File: src/rtl/frogger_round_ctrl.sv
// Frogger round sequencer: game phase, level and lives; drives car enable, frog respawn and displays.
// Optional bonus life on every fifth level is enabled with `define FROGGER_BONUS_LIFE_EN.
module frogger_round_ctrl #(
  parameter int START_LIVES    = 3,
  parameter int MAX_LEVEL      = 99,
  parameter int GOAL_ROW       = 0,
  parameter int DEATH_FRAMES   = 60,
  parameter int LEVELUP_FRAMES = 30,
  parameter int OVER_FRAMES    = 180
) (
  input  logic       i_Clk,
  input  logic       i_Rst,
  input  logic       i_Game_Start,
  input  logic       i_Frame_Tick,
  input  logic       i_Collided,
  input  logic [4:0] i_Frog_Y,
  output logic [2:0] o_State,
  output logic [6:0] o_Level,
  output logic [1:0] o_Lives,
  output logic [2:0] o_Lives_LED,
  output logic       o_Frog_Reset,
  output logic       o_Cars_En,
  output logic       o_Flash
);

  typedef enum logic [2:0] {
    S_IDLE      = 3'd0,
    S_PLAY      = 3'd1,
    S_DYING     = 3'd2,
    S_LEVEL_UP  = 3'd3,
    S_GAME_OVER = 3'd4
  } state_e;

  localparam logic [1:0] START_LIVES_C = 2'(START_LIVES);
  localparam logic [6:0] MAX_LEVEL_C   = 7'(MAX_LEVEL);
  localparam logic [4:0] GOAL_ROW_C    = 5'(GOAL_ROW);
  localparam logic [7:0] DEATH_CNT     = 8'(DEATH_FRAMES);
  localparam logic [7:0] LEVELUP_CNT   = 8'(LEVELUP_FRAMES);
  localparam logic [7:0] OVER_CNT      = 8'(OVER_FRAMES);

  function automatic logic [2:0] lives_therm(input logic [1:0] n);
    case (n)
      2'd0:    lives_therm = 3'b000;
      2'd1:    lives_therm = 3'b001;
      2'd2:    lives_therm = 3'b011;
      default: lives_therm = 3'b111;
    endcase
  endfunction

  state_e     state_q, state_d;
  logic [6:0] level_q, level_d;
  logic [1:0] lives_q, lives_d;
  logic [2:0] lives_led_q;
  logic [7:0] cnt_q, cnt_d;
  logic       frog_reset_q, frog_reset_d;
  logic       flash_q, flash_d;
  logic       start_hist_q;
  logic       start_edge_s;

  assign start_edge_s = i_Game_Start & ~start_hist_q;

  // Next-state, level/lives update and frame counter.
  always_comb begin
    state_d      = state_q;
    level_d      = level_q;
    lives_d      = lives_q;
    frog_reset_d = 1'b0;
    case (state_q)
      S_IDLE: begin
        if (start_edge_s) begin
          state_d      = S_PLAY;
          level_d      = 7'd0;
          lives_d      = START_LIVES_C;
          frog_reset_d = 1'b1;
        end else begin
          state_d = S_IDLE;
        end
      end
      S_PLAY: begin
        if (i_Collided) begin
          state_d = S_DYING;
          lives_d = (lives_q != 2'd0) ? (lives_q - 2'd1) : 2'd0;
        end else if (i_Frog_Y == GOAL_ROW_C) begin
          state_d = S_LEVEL_UP;
          level_d = (level_q >= MAX_LEVEL_C) ? MAX_LEVEL_C : (level_q + 7'd1);
`ifdef FROGGER_BONUS_LIFE_EN
          if ((level_d != 7'd0) && ((level_d % 7'd5) == 7'd0) && (lives_q != 2'd3)) begin
            lives_d = lives_q + 2'd1;
          end else begin
            lives_d = lives_q;
          end
`endif
        end else begin
          state_d = S_PLAY;
        end
      end
      S_DYING: begin
        if (cnt_q >= DEATH_CNT) begin
          if (lives_q == 2'd0) begin
            state_d = S_GAME_OVER;
          end else begin
            state_d      = S_PLAY;
            frog_reset_d = 1'b1;
          end
        end else begin
          state_d = S_DYING;
        end
      end
      S_LEVEL_UP: begin
        if (cnt_q >= LEVELUP_CNT) begin
          state_d      = S_PLAY;
          frog_reset_d = 1'b1;
        end else begin
          state_d = S_LEVEL_UP;
        end
      end
      S_GAME_OVER: begin
        // Level stays on display until a restart is accepted.
        if ((cnt_q >= OVER_CNT) && start_edge_s) begin
          state_d      = S_PLAY;
          level_d      = 7'd0;
          lives_d      = START_LIVES_C;
          frog_reset_d = 1'b1;
        end else begin
          state_d = S_GAME_OVER;
        end
      end
      default: begin
        state_d = S_IDLE;
      end
    endcase

    if (state_d != state_q) begin
      cnt_d = 8'd0;
    end else if (i_Frame_Tick && (cnt_q != 8'hFF)) begin
      cnt_d = cnt_q + 8'd1;
    end else begin
      cnt_d = cnt_q;
    end

    if ((state_d == S_DYING) || (state_d == S_GAME_OVER)) begin
      flash_d = cnt_d[3];
    end else begin
      flash_d = 1'b0;
    end
  end

  // State and output registers with synchronous reset.
  always_ff @(posedge i_Clk) begin
    if (i_Rst) begin
      state_q      <= S_IDLE;
      level_q      <= 7'd0;
      lives_q      <= START_LIVES_C;
      lives_led_q  <= lives_therm(START_LIVES_C);
      cnt_q        <= 8'd0;
      frog_reset_q <= 1'b0;
      flash_q      <= 1'b0;
      start_hist_q <= 1'b1;
    end else begin
      state_q      <= state_d;
      level_q      <= level_d;
      lives_q      <= lives_d;
      lives_led_q  <= lives_therm(lives_d);
      cnt_q        <= cnt_d;
      frog_reset_q <= frog_reset_d;
      flash_q      <= flash_d;
      start_hist_q <= i_Game_Start;
    end
  end

  assign o_State      = state_q;
  assign o_Level      = level_q;
  assign o_Lives      = lives_q;
  assign o_Lives_LED  = lives_led_q;
  assign o_Frog_Reset = frog_reset_q;
  assign o_Cars_En    = (state_q == S_PLAY);
  assign o_Flash      = flash_q;

endmodule

File: config.mk
export PLATFORM = sky130hd
export DESIGN_NAME = frogger_round_ctrl
export DESIGN_NICKNAME = d
export VERILOG_FILES = /design/src/rtl/frogger_round_ctrl.sv
export SDC_FILE = /design/constraint.sdc
export NUM_CORES = 1
export LEC_CHECK = 0
export BUFFER_PORTS_ARGS = -buffer_cell sky130_fd_sc_hd__buf_4
export CAP_MARGIN = 20
export CORE_ASPECT_RATIO = 1.4
export CORE_MARGIN = 2
export CORE_UTILIZATION = 35
export CTS_BUF_LIST = sky130_fd_sc_hd__clkbuf_4
export DETAILED_ROUTE_END_ITERATION = 10
export PLACE_DENSITY = 0.64
export SYNTH_ARGS = -nofsm -noshare
export SYNTH_HDL_FRONTEND = slang
export SYNTH_SLANG_ARGS = --single-unit
File: constraint.sdc
create_clock -name i_Clk -period 3.9 [get_ports i_Clk]
set_clock_uncertainty 0.2 [all_clocks]
set_input_delay 0.78 -clock i_Clk [delete_from_list [all_inputs] [get_ports i_Clk]]
set_output_delay 0.78 -clock i_Clk [all_outputs]
set_load 0.03 [all_outputs]
# After elaboration in Yosys (flattened, before gate mapping)
# Index checks and enable logic that the tools add are counted.
# word_totals
regBits	26
in_bits	10
output_inout_bits	18
# classes
add_sub_neg	3
bitwise	3
reduce_logical	12
n_eq_ne	14
muxes	28
n_lt_le_gt_ge	4
# op_table
operator	n
7-bit two-way mux	5
7-bit one-hot mux with 3 select lines	1
3-bit one-hot mux with 5 select lines	1
2-bit two-way mux	7
3-bit by 2-bit == test with 1-bit output (second input constant)	3
3-bit two-way mux	3
3-bit one-hot mux with 3 select lines	1
8-bit by 1-bit adder with 8-bit output (second input constant)	1
8-bit by 5-bit greater-or-equal comparator with 1-bit output (second input constant)	1
8-bit by 6-bit greater-or-equal comparator with 1-bit output (second input constant)	1
8-bit greater-or-equal comparator (second input constant)	1
4-bit two-way mux	2
8-bit inequality test (second input constant)	1
7-bit by 1-bit adder with 7-bit output (second input constant)	1
7-bit greater-or-equal comparator (second input constant)	1
3-bit == test (second input constant)	2
1-bit two-way mux	6
2-bit inequality test (second input constant)	3
2-bit one-hot mux with 3 select lines	1
5-bit zero test	1
5-bit AND reduction	1
2-bit zero test	2
1-bit one-hot mux with 4 select lines	1
2-bit OR reduction	2
other kinds (13)	15

# Longest topological paths before layout
# depth
depth_word	9
ltp_mapped	7
mapped_depth_nobuf	6

# Worst setup path before layout
# OpenSTA, ideal clock, no wires.
# synth_path
path_type	flip-flop to flip-flop
start	register state_q[0], in the netlist o_State[0]
end	register level_q[3], in the netlist o_Level[3]
setup_slack_ps	1367
path_stages_with_launch	7
t_arrival_ps	2241
setup_time_ps	92
period_less_slack_ps	2533
cell_sequence	dfxtp_1 -> buf_4 -> nor3b_2 -> nand3_1 -> a32o_1 -> or4_1 -> o32ai_1
# synth_via
elab_chain_cells	3
# synth_lines
element	line_no	source
start: declaration	50	state_e state_q, state_d;
start signal: assignment	160	state_q <= state_d;
3-bit by 1-bit == test with 1-bit output (*)	n/a	
named net o_Cars_En	22	output logic o_Cars_En,
2-bit by 1-bit inequality test with 1-bit output (no source line), or another cell as far along	n/a	
5-bit AND reduction (no source line)	n/a	
end signal: assignment	161	level_q <= level_d;
end: declaration	51	logic [6:0] level_q, level_d;
# Mark *: on every way through the listed nets, which the timed path passes. The rest lies on a longest branch.
# A chain may end at the register's enable or synchronous reset.

# Final worst setup path
# layout_path
start	register state_q[0], in the netlist o_State[0]
end	output o_Cars_En
# layout_via
elab_chain_cells	1
# layout_lines
element	line_no	source
3-bit by 1-bit == test with 1-bit output	176	assign o_Cars_En = (state_q == S_PLAY);
end: declaration	22	
# Every way passes these cells.

==> results.md <==
* Status: finished, final reports clean
* Peak supply drop at between 0.0002 and 0.00025 V
* R2R Path Start: o_State[0]
* Worst Hold Launch: o_Level[1]
* Post-synth EDFFs at 0
* Flip-flop and latch area at between 500 and 600 um2
* Wire length per cell at roughly 13 um
* DRT antenna net count at 0
* Synth area leaders: dfxtp_1 37%, a21oi_1 5.3%, nor3_1 4.2%, nand3_1 3.9%, nand2_1 3.7%
* Switch Pwr at 0.000122 W
* Clk_lat worst skew at 0.33 ns
* WHS Path Cells at 2
* Die W at 57.7 um
* Clock Power Share at 36.0%
* Layout area overhead at 18.3%
* Critical path required time at 2.92 ns
* Vias in the first global route at roughly 1200
* Mean post-synth cell area at 8.17 um2
* DR iter-0 viols at around 70
* I/O Pins at 28
* Placer Congestion at 0.883
* Final cycle utilization of the critical path at roughly 67%
* Clk sinks at 26
* Fin nets at 210
* Initial antenna violation count at 0
* Slew @ Worst Pin at 0.679 ns
* Sequential area share after synthesis at 36.8%
* Chip height at 79.2 um
* Iteration count of the initial detailed-routing pass at 4
* Starting density of the core at 36.1%
* Pins over their slew limit at 0
* CORE AREA at between 0.003 and 0.004 mm2
* CTS tree: yes
* Max cap viols at 0
* Number of synthesized register bits at 26
* Cts hold-fix bufs at 0
* Critical-path maximum fanout at 12
* Overflow after GRT at 0
* Setup WS post-layout at about 1.3 ns
* Fill cell count at 408
* Setup TNS at 0 ns
* Warnings from Yosys at 0
* Post-DP HPWL at 2.44 mm
* Power share of the combinational group at 10.6%
* DR vias at 1334
* Ant. Diodes at 0
* Syn nets at 186
* First-pass GRT wire length at 5.34 mm
* Area leader, netlist: dfxtp_1
* Total routed wirelength at ~3.2 mm
* Sw Ratio at 23.5%
* Share of cells above drive strength 1 at between 10% and 20%
* Largest net degree at the start of global routing at 18
* Maximum clock path buffer count at 2
* Post-Syn Instances at roughly 170
* Postcts setup bufs at 0
* Synth Cell Area at about 0.0014 mm2
* Post-layout instance area at approximately 0.0017 mm2
* Internal Power at about 0.00040 W
* Die area at between 0.004 and 0.005 mm2
* Post-CTS Resized at 0
* Tmin final at 2.60 ns
* GRT Total Usage at around 15%
* Post-layout util at 42.7%
* Most frequent cells after synthesis: 26 x dfxtp_1, 15 x a21oi_1, 14 x nand2_1
* Post-Place Worst Slack at around 1.2 ns
* Endpoints failing hold at 0
* Synth async-reset ratio at 0%
* DRC errors left at 0
* Reg2Reg Setup Slack at roughly 1.5 ns
* Count leader, synth: dfxtp_1
* Placement Rows at 27
* Hold EP: o_Level[1]
* Static Leak at just over 0.6 nW
* Top FF cell, synth: dfxtp_1
* Startpoint types: flip-flop
* Worst min-delay path class: reg2reg
* RSZ-0062 raised after global routing: no
* Setup-failing EPs final at 0
* Critical path startpoint: o_State[0]
* Register share of total power at between 50 and 60%
* CP Capture Type: output pin
* Placed Area at 0.00162 mm2
* Reg-to-reg endpoint: o_Level[3]
* Total CTS buffers at 3
* Synth top area share at 36.8%
* Drt via density at 5.58
* Post-synthesis cell type count at 47
* H-tree depth at 1
* R2r worst-path depth at 5
* Port bufs at 27
* Critical Path AT at 1.62 ns
* Multi-input logic area at 795 um2
* Clk pin slew, worst setup/hold paths at 0.15 ns
* Fmax at around 380 MHz
* Slew margin rel. at between 50% and 60%
* P per Cell Area at 310 mW/mm2
* Root Driver: clkbuf_4
* Category of the most critical setup path: reg2out
cell type report:
class	count	area share, %
tap	43	3.22
timing repair buffer	27	12.1
inverter	13	2.92
clock inverter	1	1.80
clock buffer	3	1.35
sequential	26	31.1
multi-input combinational	126	47.5
layout by cell type (no fill, tap or decap), types with 2 or more instances in the layout:
cell      count
dfxtp_1      26
o21ai_0       9
o32ai_1       3
nor2_1       11
ha_1          3
nand2_1      14
clkbuf_4      3
inv_1        13
and3_1        2
nand4_1       4
buf_4        27
xor2_1        5
nand3_1      11
xnor2_1       2
a21oi_1      15
nor2b_1       2
nor3_1       12
or3_1         3
a31oi_1       4
critical path, cell delays in order (launching register included):
cell     delay, ns
dfxtp_1       0.64
nor3b_2       0.42
buf_4         0.23
power groups by stage:
stage / Clock, W / Sequential (W) / Combinational, W
2_1_floorplan: 0 / 0.000283 / 0.0000362
3_3_place_gp: 0 / 0.000283 / 0.0000546
3_5_place_dp: 0 / 0.000283 / 0.0000551
4_1_cts: 0.000194 / 0.000277 / 0.0000553
5_1_grt: 0.000203 / 0.000278 / 0.0000609
6_report: 0.000187 / 0.000277 / 0.0000548
worst max-delay path by stage:
stage	end	depth (start not counted)
detailed placement	o_Level[3]	6
global route	o_Cars_En	2
floorplan	o_Level[3]	6
CTS	o_Cars_En	2
global placement	o_Level[3]	6
finish	o_Cars_En	2
logic make-up after synthesis:
kind of cell	after synthesis	share of synthesized area (%)
adder cells (fa/ha/maj)	3	2.66
AND/OR/NAND/NOR	70	27.6
XOR/XNOR	7	4.34
flip-flops	26	36.8
AO/OA/AOI/OAI	46	21.6
buffers and inverters	21	6.99
metrics by stage:
step / hold WS, ns / cells / power [W]
2_1_floorplan: 0.359 / 173 / 0.000319
3_3_place_gp: 0.326 / 235 / 0.000337
3_5_place_dp: 0.320 / 235 / 0.000338
4_1_cts: 0.343 / 239 / 0.000526
5_1_grt: 0.365 / 239 / 0.000542
6_report: 0.336 / 239 / 0.000518
per-layer routing:
metal  global-route usage, %  vias to the layer above  part of all wire [%]
met2                    26.7                       32                    52
li1                        -                      680                     -
met3                    2.12                        9                   4.0
met4                    6.98                        0                   2.5
met1                    16.0                      613                    42
met5                       0                        -                     0
registers in the layout, summed over array words and instances (netlist names):
name / flops
o_Lives_LED: 3
start_hist_q: 1
o_Level: 7
o_Flash: 1
o_State: 3
o_Frog_Reset: 1
cnt_q: 8
o_Lives: 2
Note: power is estimated with default switching activity, not from simulation.
